`config.mk`:
```
export PLATFORM = sky130hd
export DESIGN_NAME = ram_port_arbiter_flat
export DESIGN_NICKNAME = d
export VERILOG_FILES = /design/src/rtl/ram_port_arbiter_pkg.sv /design/src/rtl/ram_port_arbiter_if.sv /design/src/rtl/ram_port_arbiter_rr_pick2.sv /design/src/rtl/ram_port_arbiter.sv /design/src/flat_wrapper.sv
export SDC_FILE = /design/constraint.sdc
export NUM_CORES = 1
export LEC_CHECK = 0
export ABC_CLOCK_PERIOD_IN_PS = 4400
export BUFFER_PORTS_ARGS = -buffer_cell sky130_fd_sc_hd__buf_2
export CORE_UTILIZATION = 37
export DETAILED_ROUTE_END_ITERATION = 8
export PLACE_DENSITY = 0.82
export SLEW_MARGIN = 20
export SYNTH_ARGS = -nofsm -noshare
export SYNTH_HDL_FRONTEND = slang
export SYNTH_SLANG_ARGS = --single-unit
export TNS_END_PERCENT = 30
```
`constraint.sdc`:
```
create_clock -name clk -period 4.4 [get_ports clk]
set_clock_uncertainty 0.1 [all_clocks]
set_input_delay 0.22 -clock clk [delete_from_list [all_inputs] [get_ports clk]]
set_output_delay 0.22 -clock clk [all_outputs]
set_load 0.05 [all_outputs]
```
`src/rtl/ram_port_arbiter_pkg.sv`:
```
// Shared types for the operand/result RAM port arbiter.
package ram_arb_pkg;

  typedef enum logic [1:0] {
    IDLE = 2'd0,
    RD   = 2'd1,
    WR   = 2'd2,
    TURN = 2'd3
  } arb_state_t;

  typedef enum logic {
    ID_RD = 1'b0,
    ID_WR = 1'b1
  } req_id_t;

  function automatic arb_state_t dir_state(input req_id_t id);
    return (id == ID_RD) ? RD : WR;
  endfunction

endpackage

```
`src/rtl/ram_port_arbiter_if.sv`:
```
// Requester-side and RAM-side signals of the port arbiter.
interface ram_port_arbiter_if #(
  parameter int ADDR_W = 8,
  parameter int DATA_W = 16
);
  logic              rd_req;
  logic [ADDR_W-1:0] rd_addr;
  logic              rd_gnt;
  logic              rd_valid;
  logic [DATA_W-1:0] rd_data;
  logic              wr_req;
  logic [ADDR_W-1:0] wr_addr;
  logic [DATA_W-1:0] wr_data;
  logic              wr_gnt;
  logic [ADDR_W-1:0] ram_addr;
  logic [DATA_W-1:0] ram_wdata;
  logic              ram_we;
  logic              ram_re;
  logic [DATA_W-1:0] ram_rdata;

  modport slave (
    input  rd_req, rd_addr, wr_req, wr_addr, wr_data, ram_rdata,
    output rd_gnt, rd_valid, rd_data, wr_gnt, ram_addr, ram_wdata, ram_we, ram_re
  );

  modport master (
    output rd_req, rd_addr, wr_req, wr_addr, wr_data, ram_rdata,
    input  rd_gnt, rd_valid, rd_data, wr_gnt, ram_addr, ram_wdata, ram_we, ram_re
  );
endinterface

```
`src/rtl/ram_port_arbiter_rr_pick2.sv`:
```
// Two-way round-robin picker: on a tie the side that did not win last time goes.
module rr_pick2
  import ram_arb_pkg::*;
(
  input  logic [1:0] req,
  input  req_id_t    last_win,
  output req_id_t    pick,
  output logic       any
);

  always_comb begin
    pick = ID_RD;
    if (req == 2'b11)
      pick = (last_win == ID_WR) ? ID_RD : ID_WR;
    else if (req[ID_WR])
      pick = ID_WR;
  end

  assign any = |req;

endmodule

```
`src/rtl/ram_port_arbiter.sv`:
```
// Shares one single-port RAM between operand reads and result writes,
// with round-robin arbitration, direction turnaround and fixed-latency read return.
module ram_port_arbiter
  import ram_arb_pkg::*;
#(
  parameter int ADDR_W = 8,
  parameter int DATA_W = 16,
  parameter int RD_LAT = 1,
  parameter int TA_CYC = 1
) (
  input logic clk,
  input logic rst,
  ram_port_arbiter_if.slave bus
);

  localparam int TW = (TA_CYC > 2) ? $clog2(TA_CYC) : 1;
  localparam logic [TW-1:0] TA_LOAD = TW'((TA_CYC > 0) ? TA_CYC - 1 : 0);

  arb_state_t        state, state_nx;
  req_id_t           last_win, last_dir, pick;
  logic              dir_vld;
  logic              any, need_turn, turn_go;
  logic              rd_win, wr_win;
  logic [TW-1:0]     ta_cnt;
  logic [ADDR_W-1:0] addr_q;
  logic [RD_LAT-1:0] vld_pipe;

  rr_pick2 u_pick (
    .req      ({bus.wr_req, bus.rd_req}),
    .last_win (last_win),
    .pick     (pick),
    .any      (any)
  );

  // dir_vld keeps the very first access after reset from paying a turnaround.
  assign need_turn = (TA_CYC > 0) && dir_vld && (pick != last_dir);

  // The cycle that detects a direction change is itself the first dead cycle;
  // TURN covers the remaining TA_CYC-1.
  always_comb begin
    state_nx = state;
    rd_win   = 1'b0;
    wr_win   = 1'b0;
    turn_go  = 1'b0;
    if (state == TURN) begin
      if (ta_cnt == TW'(1))
        state_nx = IDLE;
    end else if (!any) begin
      state_nx = IDLE;
    end else if (need_turn) begin
      turn_go  = 1'b1;
      state_nx = (TA_CYC > 1) ? TURN : IDLE;
    end else begin
      rd_win   = (pick == ID_RD);
      wr_win   = (pick == ID_WR);
      state_nx = dir_state(pick);
    end
  end

  assign bus.rd_gnt    = rd_win & ~rst;
  assign bus.wr_gnt    = wr_win & ~rst;
  assign bus.ram_re    = bus.rd_gnt;
  assign bus.ram_we    = bus.wr_gnt;
  assign bus.ram_addr  = bus.rd_gnt ? bus.rd_addr :
                         bus.wr_gnt ? bus.wr_addr : addr_q;
  assign bus.ram_wdata = bus.wr_gnt ? bus.wr_data : {DATA_W{1'b0}};

  always_ff @(posedge clk or posedge rst) begin
    if (rst) begin
      state    <= IDLE;
      last_win <= ID_WR;
      last_dir <= ID_RD;
      dir_vld  <= 1'b0;
      ta_cnt   <= '0;
      addr_q   <= '0;
    end else begin
      state  <= state_nx;
      addr_q <= bus.ram_addr;
      if (turn_go) begin
        last_dir <= pick;
        ta_cnt   <= TA_LOAD;
      end else if (state == TURN) begin
        ta_cnt <= ta_cnt - 1'b1;
      end
      if (rd_win || wr_win) begin
        last_win <= pick;
        last_dir <= pick;
        dir_vld  <= 1'b1;
      end
    end
  end

  // Reset clears the pipe, so a read in flight never returns.
  always_ff @(posedge clk or posedge rst) begin
    if (rst) begin
      vld_pipe <= '0;
    end else begin
      vld_pipe[0] <= bus.rd_gnt;
      for (int i = 1; i < RD_LAT; i++)
        vld_pipe[i] <= vld_pipe[i-1];
    end
  end

  assign bus.rd_valid = vld_pipe[RD_LAT-1];
  assign bus.rd_data  = bus.rd_valid ? bus.ram_rdata : {DATA_W{1'b0}};

endmodule

```
`src/flat_wrapper.sv`:
```
// flat-port wrapper written by rule: the top's interface ports become plain ports
module ram_port_arbiter_flat import ram_arb_pkg::*;
#(
  parameter int ADDR_W = 8,
  parameter int DATA_W = 16,
  parameter int RD_LAT = 1,
  parameter int TA_CYC = 1
)
  (clk, rst, bus_rd_req, bus_rd_addr, bus_wr_req, bus_wr_addr, bus_wr_data, bus_ram_rdata, bus_rd_gnt, bus_rd_valid, bus_rd_data, bus_wr_gnt, bus_ram_addr, bus_ram_wdata, bus_ram_we, bus_ram_re);
  ram_port_arbiter_if #(.ADDR_W(ADDR_W), .DATA_W(DATA_W)) bus_i ();
  input logic clk;
  input logic rst;
  input wire logic [$bits(bus_i.rd_req)-1:0] bus_rd_req;
  input wire logic [$bits(bus_i.rd_addr)-1:0] bus_rd_addr;
  input wire logic [$bits(bus_i.wr_req)-1:0] bus_wr_req;
  input wire logic [$bits(bus_i.wr_addr)-1:0] bus_wr_addr;
  input wire logic [$bits(bus_i.wr_data)-1:0] bus_wr_data;
  input wire logic [$bits(bus_i.ram_rdata)-1:0] bus_ram_rdata;
  output wire logic [$bits(bus_i.rd_gnt)-1:0] bus_rd_gnt;
  output wire logic [$bits(bus_i.rd_valid)-1:0] bus_rd_valid;
  output wire logic [$bits(bus_i.rd_data)-1:0] bus_rd_data;
  output wire logic [$bits(bus_i.wr_gnt)-1:0] bus_wr_gnt;
  output wire logic [$bits(bus_i.ram_addr)-1:0] bus_ram_addr;
  output wire logic [$bits(bus_i.ram_wdata)-1:0] bus_ram_wdata;
  output wire logic [$bits(bus_i.ram_we)-1:0] bus_ram_we;
  output wire logic [$bits(bus_i.ram_re)-1:0] bus_ram_re;
  assign bus_i.rd_req = bus_rd_req;
  assign bus_i.rd_addr = bus_rd_addr;
  assign bus_i.wr_req = bus_wr_req;
  assign bus_i.wr_addr = bus_wr_addr;
  assign bus_i.wr_data = bus_wr_data;
  assign bus_i.ram_rdata = bus_ram_rdata;
  assign bus_rd_gnt = bus_i.rd_gnt;
  assign bus_rd_valid = bus_i.rd_valid;
  assign bus_rd_data = bus_i.rd_data;
  assign bus_wr_gnt = bus_i.wr_gnt;
  assign bus_ram_addr = bus_i.ram_addr;
  assign bus_ram_wdata = bus_i.ram_wdata;
  assign bus_ram_we = bus_i.ram_we;
  assign bus_ram_re = bus_i.ram_re;
  ram_port_arbiter #(.ADDR_W(ADDR_W), .DATA_W(DATA_W), .RD_LAT(RD_LAT), .TA_CYC(TA_CYC)) u_core (.clk(clk), .rst(rst), .bus(bus_i));
endmodule
```
* Yosys cells after proc, flatten, opt, wreduce, memory -nomap -nowiden
Cells that the tools add are included.
W data, S select, Z words.
** Operators by class
- Reduce and logical (&&, ||, !) cells :: 5
- $add $sub $neg :: 1
- Multiplexer cells :: 25
- Bitwise operators :: 4
- Eq/ne operators :: 4
** Operator list (count)
- $mux W16 :: 2
- $mux W1 :: 16
- $mux W8 :: 2
- $mux W2 :: 5
- $eq A2 B2 Y1 const B :: 2
- $reduce_bool A2 Y1 :: 2
- $and A1 B1 Y1 :: 2
- $ne A2 B1 Y1 const B :: 1
- $not A1 Y1 :: 2
- $reduce_or A2 Y1 :: 1
- $logic_and A1 B1 Y1 :: 1
- $logic_or A1 B1 Y1 :: 1
- $ne A1 B1 Y1 :: 1
- $sub A1 B1 Y1 const B :: 1
** Word-level totals
- Bits in registers :: 15
- Input port bits :: 52
- Logic and storage cells :: 46
- Output and inout bits :: 45

* Depth between registers and ports, before layout
- Depth in word-level cells :: 10
- Gate-level depth with buffers :: 5
- Gate-level depth less buffers :: 4

* Hierarchy
A second synthesis with hierarchy kept.
** Unflattened totals
- Cell total of the unflattened synthesis :: 101
- Area, all modules :: 945.9 µm²
** By module, submodules not included
- ram_port_arbiter :: seq. area each 376.6 µm², area an instance 932.1 µm², times used 1, cells an instance 99
- rr_pick2 :: seq. area each 0.0 µm², area an instance 13.8 µm², times used 1, cells an instance 2

* Worst setup path before layout
OpenSTA, ideal clock, no wires.
- Path type :: reg-to-output
- From :: reg u_core.last_win
- To :: out bus_ram_addr[4]
- Buffers on the path :: 1
- Stages on the path, launching flop included :: 6
- Data required time :: 4080 ps
- Setup slack :: 1938 ps
- Arrival time :: 2142 ps
- Cells stage by stage :: dfstp_2 -> a21bo_2 -> nor4b_4 -> buf_6 -> mux2i_1 -> a21oi_1
** On the way
- Word-level cells in the longest chain between the ends :: 10
- Elaborated cells between the ends (all ways) :: 15
- Classes of those cells :: 1 x eq/ne; 10 x mux; 3 x bitwise; 1 x reduce/logical
** RTL lines
- start: declaration :: RTL line ram_port_arbiter.sv:20 : req_id_t last_win, last_dir, pick;
- start signal: assignment :: RTL line ram_port_arbiter.sv:86 : last_win <= pick;
- $mux W1 (*) :: RTL line ram_port_arbiter_rr_pick2.sv:14 : pick = (last_win == ID_WR) ? ID_RD : ID_WR;
- $mux W1 (*) :: RTL line ram_port_arbiter_rr_pick2.sv:13 : if (req == 2'b11)
- $ne A1 B1 Y1 :: RTL line ram_port_arbiter.sv:36 : assign need_turn = (TA_CYC > 0) && dir_vld && (pick != last_dir);
- $logic_and A1 B1 Y1 :: RTL line ram_port_arbiter.sv:36
- $mux W1 :: RTL line ram_port_arbiter.sv:50 : end else if (need_turn) begin
- $mux W1 :: RTL line ram_port_arbiter.sv:48 : end else if (!any) begin
- $mux W1 :: RTL line ram_port_arbiter.sv:45 : if (state == TURN) begin
- $and A1 B1 Y1 :: RTL line ram_port_arbiter.sv:61 : assign bus.wr_gnt = wr_win & ~rst;
- $mux W8 :: RTL line ram_port_arbiter.sv:65 : bus.wr_gnt ? bus.wr_addr : addr_q;
- $mux W8 (*) :: RTL line ram_port_arbiter.sv:64 : assign bus.ram_addr = bus.rd_gnt ? bus.rd_addr :
- end: declaration :: RTL line flat_wrapper.sv:23 : output wire logic [$bits(bus_i.ram_addr)-1:0] bus_ram_addr;
Every way passes the cells marked *; elsewhere a longest branch is shown, timed or not.

* Final worst setup path
- From :: in rst
- To :: out bus_ram_addr[4]
** On the way
- Word-level cells in the longest chain between the ends :: 4
- Elaborated cells between the ends (all ways) :: 5
- Classes of those cells :: 2 x mux; 3 x bitwise
** RTL lines
- start: declaration :: RTL line flat_wrapper.sv:12 : input logic rst;
- $not A1 Y1 (*) :: RTL line ram_port_arbiter.sv:60, ram_port_arbiter.sv:61
- $and A1 B1 Y1 :: RTL line ram_port_arbiter.sv:61
- $mux W8 :: RTL line ram_port_arbiter.sv:65
- $mux W8 (*) :: RTL line ram_port_arbiter.sv:64
Marks and branches as above.

==> results_dict.tcl <==
set metrics [dict create \
    post-route-period-util_pct 68.3 \
    grt_pass1_wl_um 4370 \
    worst-r2r-cell-count 5 \
    final_max_slew_viol_count 0 \
    rsz0062_at_grt "no" \
    setup_viol 0 \
    ant_nets 0 \
    gp_congestion 0.830 \
    ir_drop_uv 430 \
    initial_utilization_pct 40.6 \
    hold_depth 3 \
    critPathBufInv 4 \
    required_ns 4.08 \
    n_antenna_cell 0 \
    die_width_um 52.0 \
    ys_types 23 \
    p_leak_nw 0.847 \
    power_density_mw_per_mm2 502 \
    maxClockFrequency_mhz 333 \
    io_buffer_count 96 \
    drive_above_1_share_pct 52.0 \
    cts_made_buffers 3 \
    synth_seq_cells 15 \
    synth_area_um2 923 \
    async_flop_share_pct 100 \
    drt_first_pass_iters 4 \
    cts_tree "yes" \
    syn_to_final_growth_pct 56.8 \
    clk_path_buf_depth 2 \
    synthCells 102 \
    critPathSlowestCell "nand4_1" \
    seq_area_frac_synth_pct 40.8 \
    holdWs_ns 0.110 \
    post_drt_wl_per_cell_um 13.1 \
    cp.depth 6 \
    ys_warn_count 0 \
    coreArea_mm2 0.00228 \
    finalInstanceArea_mm2 0.00145 \
    dp_worst_setup_slack_ns 1.66 \
    nets 251 \
    tns_ns 0 \
    cts_num_sinks 15 \
    period_needed_ns 3.01 \
    clk_pin_slew_worst_paths_ns 0.08 \
    final_hold_viol_count 0 \
    cts.htree.levels 1 \
    path_max_fanout 17 \
    num_rows 17 \
    postRouteWirelength_um 2970 \
    grt_antenna_before_repair 0 \
    die_h_um 52.0 \
    cts_root_buffer "clkbuf_4" \
    grt_pass1_vias 1010 \
    gr-total-overflow 0 \
    end_kind "output pin" \
    timing.critical_path.mode_cell "buf_2" \
    synthTopCellsByArea "dfrtp_1, and2_1, mux2i_1, a21oi_1, nor2_1" \
    grt_max_degree 27 \
    startpoint_type "input port" \
    drc 0 \
    cp_cell_sequence "dlygate4sd3_1, buf_2, inv_1, nand4_1, a21oi_1, buf_2" \
    yosysMostFrequentCell "and2_1" \
    gr-usage-all-layers_pct 22.3 \
    synth_edf_count 0 \
    postCtsSetupRepairBufs 0 \
    worst-setup-path-type "input port to output pin" \
    yosys-top-cells-count "and2_1, dfrtp_1, a21oi_1, mux2i_1, nor2_1" \
    total_power_w 0.000726 \
    slowest_delay_ns 0.66 \
    maxCapViolations 0 \
    fill_cells 201 \
    worstMarginPinSlew_ns 0.700 \
    hold_path.class "input port to flip-flop" \
    relSlewSlack_pct 53.1 \
    worstSkewPairLatency_ns 0.28 \
    die_area_mm2 0.00270 \
    vias_per_cell 4.73 \
    yosys.area.top_type "dfrtp_1" \
    setup_slack_ns 1.40 \
    path_delay_family "buffers and inverters" \
    vias 1069 \
    place_area_mm2 0.00140 \
    drtIter0Drc 14 \
    cp.arrival_ns 2.68 \
    synth_flop_cell "dfrtp_1" \
    syn_nets 154 \
    status "completed" \
    dp_hpwl_um 2480 \
    synth_area_per_cell_um2 9.05 \
    io_pins 97 \
    netlist.area_leader.share_pct 37.9 \
]
metrics by stage:
| step | util [%] | instances |
|---|---|---|
| 2_1_floorplan | - | 102 |
| 5_1_grt | 63.6 | 226 |
| 6_report | 63.6 | 226 |
| 3_5_place_dp | 61.5 | 220 |
| 4_1_cts | 63.1 | 225 |
| 3_3_place_gp | 61.5 | 220 |
cell families (layout without fill, tap and decap cells):
| logic type | Yosys count | in the layout | share of synthesized area [%] |
|---|---|---|---|
| AO/OA/AOI/OAI | 19 | 19 | 12.3 |
| buffers and inverters | 9 | 105 | 5.42 |
| flip-flops | 15 | 15 | 40.8 |
| multiplexers | 8 | 8 | 8.67 |
| AND/OR/NAND/NOR | 51 | 51 | 32.8 |
state kept, by name (all words and copies together) (netlist names):
name,flops
u_core.state,2
u_core.last_win,1
u_core.addr_q,8
u_core.last_dir,1
u_core.ta_cnt,1
u_core.dir_vld,1
u_core.bus.rd_valid,1
worst min-delay path, cell delays in order:
cell     delay, ns
buf_2         0.09
nor2_1        0.09
a21oi_1       0.05
cell usage in the layout (no fill, tap or decap), drive strengths merged, types with 2 or more instances in the layout:
| cell type | synthesis | final |
|---|---|---|
| nand2 | 5 | 5 |
| a21oi | 8 | 8 |
| inv | 3 | 3 |
| buf | 4 | 97 |
| mux2i | 8 | 8 |
| and2 | 33 | 33 |
| clkbuf | 2 | 4 |
| nor2 | 8 | 8 |
| dfrtp | 14 | 14 |
| o2bb2ai | 2 | 2 |
| o21ai | 5 | 5 |
final timing paths:
check                                                   end  slack, ns                   startpoint
worst min-delay path             u_core.addr_q[0]$_DFF_PP0_       0.11               bus_rd_addr[0]
worst min register to register  u_core.last_win$_DFFE_PP1P_       0.40  u_core.last_win$_DFFE_PP1P_
worst max register to register   u_core.addr_q[2]$_DFF_PP0_       2.29  u_core.last_win$_DFFE_PP1P_
min in group asynchronous         u_core.ta_cnt$_DFFE_PP0P_       0.46                          rst
max in group asynchronous        u_core.addr_q[3]$_DFF_PP0_       3.36                          rst
worst max-delay path                        bus_ram_addr[4]       1.40                          rst
final cells by class:
cell class / count / area (um^2) / area share, %
inverter: 3 / 11.3 / 0.778
multi-input combinational: 78 / 497 / 34.3
sequential: 15 / 377 / 26.0
tap: 28 / 35.0 / 2.42
timing repair buffer: 98 / 502 / 34.7
clock buffer: 4 / 26.3 / 1.82
per-layer routing:
layer | track usage (%) | vias up | wire length, um
met5 | 0 | - | 0
met4 | 8.56 | 0 | 61
met3 | 5.26 | 11 | 251
met2 | 43.6 | 58 | 1610
met1 | 22.0 | 473 | 1050
li1 | - | 527 | -
report_power, final:
part / internal [W] / switching [W]
registers: 0.000193 / 0.0000268
clock network: 0.0000353 / 0.0000423
logic: 0.000113 / 0.000316
total: 0.000342 / 0.000385
what timing repair did:
| action | CTS | global route |
|---|---|---|
| hold buffers | 1 | 0 |
| gates resized for setup | 0 | 0 |
| hold endpoints to repair | 14 | 0 |
(Power assumes the default switching activity.)
